### config.mk
export PLATFORM = sky130hd
export DESIGN_NAME = atm_pin_entry
export DESIGN_NICKNAME = d
export VERILOG_FILES = /design/src/rtl/atm_pkg.sv /design/src/rtl/atm_idle_timer.sv /design/src/rtl/atm_pin_entry.sv
export SDC_FILE = /design/constraint.sdc
export NUM_CORES = 1
export LEC_CHECK = 0
export CAP_MARGIN = 20
export CORE_AREA = 4 4 65 67
export DETAILED_ROUTE_END_ITERATION = 12
export DIE_AREA = 0 0 69 71
export GPL_TIMING_DRIVEN = 0
export PLACE_DENSITY = 0.84
export SYNTH_ARGS = -nofsm -noshare
export SYNTH_HDL_FRONTEND = slang
export SYNTH_HIERARCHICAL = 1
export SYNTH_SLANG_ARGS = --single-unit
### constraint.sdc
create_clock -name clk -period 3.3 [get_ports clk]
set_input_delay 0.66 -clock clk [delete_from_list [all_inputs] [get_ports clk]]
set_output_delay 0.66 -clock clk [all_outputs]
set_load 0.005 [all_outputs]
### src/rtl/atm_pkg.sv
// Shared constants for the ATM PIN-entry block: FSM state codes and BCD/PIN widths.
package atm_pkg;

  localparam logic [1:0] ST_IDLE    = 2'd0;
  localparam logic [1:0] ST_COLLECT = 2'd1;
  localparam logic [1:0] ST_CHECK   = 2'd2;
  localparam logic [1:0] ST_LOCKED  = 2'd3;

  localparam int DIGIT_W       = 4;
  localparam int PIN_W         = 16;
  localparam int DEF_MAX_TRIES = 3;

  function automatic logic is_bcd(input logic [DIGIT_W-1:0] d);
    return d <= 4'd9;
  endfunction

endpackage

### src/rtl/atm_idle_timer.sv
// Loadable down-counter that flags when a COLLECT session has sat idle for TIMEOUT_CYC cycles.
module atm_idle_timer #(
  parameter int TIMEOUT_CYC = 30
) (
  input  logic clk,
  input  logic reset,
  input  logic restart,
  input  logic run,
  output logic expired
);

  localparam int TW = $clog2(TIMEOUT_CYC + 1);

  logic [TW-1:0] cnt;

  always_ff @(posedge clk) begin
    if (reset || restart)
      cnt <= TW'(TIMEOUT_CYC);
    else if (run && cnt != '0)
      cnt <= cnt - 1'b1;
  end

  // Expiry is flagged on the idle cycle that would take the count from 1 to 0.
  assign expired = run && (cnt == TW'(1));

endmodule

### src/rtl/atm_pin_entry.sv
// Keypad PIN assembly and verification with attempt counting, lockout and idle timeout.
module atm_pin_entry
  import atm_pkg::*;
#(
  parameter int DIGITS      = 4,
  parameter int MAX_TRIES   = DEF_MAX_TRIES,
  parameter int TIMEOUT_CYC = 30
) (
  input  logic                      clk,
  input  logic                      reset,
  input  logic                      session_start,
  input  logic                      key_valid,
  input  logic [DIGIT_W-1:0]        key_digit,
  input  logic                      key_clear,
  input  logic                      key_enter,
  input  logic [DIGIT_W*DIGITS-1:0] stored_pin,
  output logic [DIGIT_W*DIGITS-1:0] pin_input,
  output logic                      correct_pin,
  output logic                      wrong_pin,
  output logic                      timeout,
  output logic [1:0]                attempts,
  output logic                      lockout,
  output logic                      busy
);

  localparam int PW = DIGIT_W * DIGITS;
  localparam int CW = $clog2(DIGITS + 1);

  logic [1:0]    state;
  logic [1:0]    state_next;
  logic [CW-1:0] count;
  logic          in_collect;
  logic          accept;
  logic          activity;
  logic          restart;
  logic          run;
  logic          expired;
  logic          check_pass;
  logic          last_try;

  always_comb begin
    in_collect = (state == ST_COLLECT);
    accept     = in_collect && key_valid && !session_start && !key_clear && !key_enter &&
                 is_bcd(key_digit) && (count < CW'(DIGITS));
    activity   = in_collect && (session_start || key_clear || key_enter || accept);
    restart    = !in_collect || activity;
    run        = in_collect && !activity;
    check_pass = (count == CW'(DIGITS)) && (pin_input == stored_pin);
    last_try   = (int'(attempts) + 1) >= MAX_TRIES;
  end

  always_comb begin
    state_next = state;
    case (state)
      ST_IDLE:    if (session_start) state_next = ST_COLLECT;
      ST_COLLECT: begin
        if (session_start || key_clear || accept) state_next = ST_COLLECT;
        else if (key_enter)                        state_next = ST_CHECK;
        else if (expired)                          state_next = ST_IDLE;
      end
      ST_CHECK:   state_next = check_pass ? ST_IDLE : (last_try ? ST_LOCKED : ST_COLLECT);
      default:    state_next = ST_LOCKED;
    endcase
  end

  atm_idle_timer #(
    .TIMEOUT_CYC(TIMEOUT_CYC)
  ) u_idle_timer (
    .clk    (clk),
    .reset  (reset),
    .restart(restart),
    .run    (run),
    .expired(expired)
  );

  always_ff @(posedge clk) begin
    if (reset) begin
      state       <= ST_IDLE;
      pin_input   <= '0;
      count       <= '0;
      attempts    <= '0;
      correct_pin <= 1'b0;
      wrong_pin   <= 1'b0;
      timeout     <= 1'b0;
      lockout     <= 1'b0;
      busy        <= 1'b0;
    end else begin
      state       <= state_next;
      busy        <= (state_next == ST_COLLECT) || (state_next == ST_CHECK);
      correct_pin <= 1'b0;
      wrong_pin   <= 1'b0;
      timeout     <= 1'b0;
      case (state)
        ST_IDLE: begin
          if (session_start) begin
            attempts  <= '0;
            count     <= '0;
            pin_input <= '0;
          end
        end
        ST_COLLECT: begin
          if (session_start) begin
            attempts  <= '0;
            count     <= '0;
            pin_input <= '0;
          end else if (key_clear) begin
            count     <= '0;
            pin_input <= '0;
          end else if (accept) begin
            // The first digit of an attempt replaces whatever the previous check left behind.
            if (count == '0)
              pin_input <= {{(PW-DIGIT_W){1'b0}}, key_digit};
            else
              pin_input <= {pin_input[PW-DIGIT_W-1:0], key_digit};
            count <= count + 1'b1;
          end else if (!key_enter && expired) begin
            timeout <= 1'b1;
          end
        end
        ST_CHECK: begin
          count <= '0;
          if (check_pass) begin
            correct_pin <= 1'b1;
          end else begin
            wrong_pin <= 1'b1;
            attempts  <= attempts + 2'd1;
            if (last_try) lockout <= 1'b1;
          end
        end
        default: ;
      endcase
    end
  end

endmodule

==> results.yml <==
route:
  vias: 1602
  post-route-drc-count: 0
  drt_iter0_markers: 78
  finalWirelength_mm: 4.24
  viasPerCell: 5.38
  routedWlPerCell_um: 14.2
  antenna_left: 0
  drt_pass1_iterations: 4
logic_synthesis:
  synth_ff_type: "dfxtp_1"
  synth_enable_flop_cells: 0
  syn_inst: 195
  avgSynthCellArea_um2: 8.67
  async_flop_share_pct: 0
  synth_nets: 228
  netlist_area_um2: 1690
  ys_ff_latch: 33
  ys_seq_area_share_pct: 39.1
  ys_types: 43
  yosys_warnings: 6
status:
  outcome: "finished clean"
sta:
  finClkSkew_ns: 0.00425
  finalSetupViolations: 0
  drv_slew: 0
  setup-tns-final_ns: 0
  min_period_ns: 3.06
  fin_crit_sh_pct: 92.6
  fmax_mhz: 327
  rsz0062_at_grt: "no"
  tightest_slew_ns: 0.683
  setup_slack_ns: 0.244
  slew_headroom_pct: 54.3
  hold_viol: 0
clocking:
  ctsLongestPathBuffers: 2
  clk_latency_ns: 0.29
  ctsHtreeMaxLevel: 2
  clockRootBuffer: "clkbuf_8"
  path_clk_slew_ns: 0.07
  ctsResizeCount: 0
  cts.sinks: 33
  post-cts-setup-buffers: 0
  cts_tree: "done"
  postCtsHoldBufs: 0
  numCtsBuffers: 5
final_layout:
  layout_commonest_cell: "clkdlybuf4s50_1"
  drive_above_1_share_pct: 8.40
  nets: 283
  diodes: 0
  mostFrequentLayoutCells: "48 x clkdlybuf4s50_1, 33 x dfxtp_1, 22 x nand3_1"
  areaGrowthSynthToFinish_pct: 37.4
setup_path:
  criticalPathCategory: "input pin to flip-flop"
  crit_family: "simple AND/OR/NAND/NOR gates"
  cp_slowest_cell: "or4b_4"
  cp_max_fo: 9
  cp-start-kind: "input pin"
  critPathCaptureType: "flip-flop"
  path_depth: 10
  max_stage_delay_ns: 0.60
  critPathBufInv: 2
  r2r_cells: 9
  cp_cell_sequence: "clkdlybuf4s50_1 -> or4b_4 -> nor3b_2 -> buf_2 -> nand2_1 -> nor4_1 -> a21oi_1 -> o21ai_1 -> nand3_1 -> o211a_1"
  required_ns: 3.48
  cp.arrival_ns: 3.24
power:
  power.density_nw_per_um2: 345
  intPower_mw: 0.618
  netSwitchingFraction_pct: 22.9
  p_leak_nw: 0.791
  p_clk_share_pct: 38.1
  comb_power_share_pct: 11.3
  seq_power_share_pct: 50.6
  switchingPower_mw: 0.183
  power_mw: 0.801
  ir_worst_vdd_v: 0.000205
floorplanning:
  ioPinCount: 49
  start_util_pct: 46.5
  die_area_um2: 4900
  core-area_um2: 3630
  rows: 22
  fp.dieH_um: 71
  die_w_um: 69
run:
  cap_viol_max_count: 0
global_route:
  grt_overflow: 0
  grt_pass1_wl_mm: 7.19
  grt_pass1_vias: 1556
  grt_max_degree: 11
  antenna_found_initial: 0
  grt_usage_pct: 18.1
worst_hold_path:
  hold_path.class: "flip-flop to flip-flop"
  whs_path_depth: 2
place:
  dp_hpwl_mm: 3.24
  pre_cts_ws_ns: -0.230
  place.gp.congestion: 0.815
  numPortBuffers: 48
Yosys cell counts (all sizes together) (2+ instances only):
cell type	number	area [um2]
a21oi	12	63.8
nand2	12	45.0
or4b	2	23.8
nor2	7	26.3
nand2b	15	93.8
nand3	22	110
and3	2	12.5
a211oi	2	27.5
a31oi	2	12.5
xnor2	16	140
clkbuf	3	12.5
nor3	3	15.0
inv	9	33.8
buf	5	37.5
dfxtp	33	661
ha	7	87.6
nand4	4	25.0
o21ai	20	100
worst min-delay path: stages, from the launching register on:
cell,delay [ns]
dfxtp_1,0.33
nand2_1,0.06
o21ai_0,0.06
state kept, by name, summed over array words and instances, names as in the netlist:
register and count:
attempts 2, busy 1, correct_pin 1, count 3
lockout 1, pin_input 16, state 2, timeout 1
u_idle_timer/cnt 5, wrong_pin 1
routing by layer:
metal	track usage, %	vias to the layer above	routed length (um)
met5	0	-	0
met4	5.86	0	60
met3	5.68	7	320
met2	29.9	61	1940
met1	22.5	738	1920
li1	-	796	-
kinds of logic after synthesis:
group                    after synthesis  share of synthesized area, %
AO/OA/AOI/OAI                         43                          15.3
XOR/XNOR                              16                          8.29
adder cells (fa/ha/maj)                7                          5.18
buffers and inverters                 17                          4.96
flip-flops                            33                          39.1
multiplexers                           2                          1.26
AND/OR/NAND/NOR                       77                          25.9
area by class of cell:
class	count	area [um2]
buffer	8	50.0
tap	48	60.1
sequential	33	661
clock buffer	7	86.3
timing repair buffer	48	480
fill	323	1310
multi-input combinational	145	951
inverter	9	33.8
power by group through the flow:
stage / combinational [mW] / clock (mW) / sequential (mW)
3_3_place_gp: 0.0883 / 0 / 0.414
5_1_grt: 0.0989 / 0.327 / 0.406
6_report: 0.0906 / 0.305 / 0.406
3_5_place_dp: 0.0897 / 0 / 0.414
4_1_cts: 0.0902 / 0.310 / 0.405
2_1_floorplan: 0.0408 / 0 / 0.413
stage by stage:
| stage | utilization [%] | hold WS [ns] | cells | area [um2] |
|---|---|---|---|---|
| 5_1_grt | 63.9 | 0.499 | 298 | 2320 |
| 6_report | 63.9 | 0.496 | 298 | 2320 |
| 3_3_place_gp | 61.4 | 0.464 | 291 | 2230 |
| 2_1_floorplan | - | 0.453 | 195 | 1690 |
| 3_5_place_dp | 61.4 | 0.473 | 291 | 2230 |
| 4_1_cts | 63.8 | 0.486 | 298 | 2320 |
path summary, 6_finish.rpt:
check	end	startpoint	slack, ns
worst max register to register	busy$_SDFF_PP0_	state[1]$_SDFF_PP0_	0.71
worst min-delay path	pin_input[15]$_SDFFE_PP0P_	pin_input[15]$_SDFFE_PP0P_	0.50
worst max-delay path	busy$_SDFF_PP0_	session_start	0.24
worst min register to register	pin_input[15]$_SDFFE_PP0P_	pin_input[15]$_SDFFE_PP0P_	0.50
Note: power is estimated with default switching activity, not from simulation.
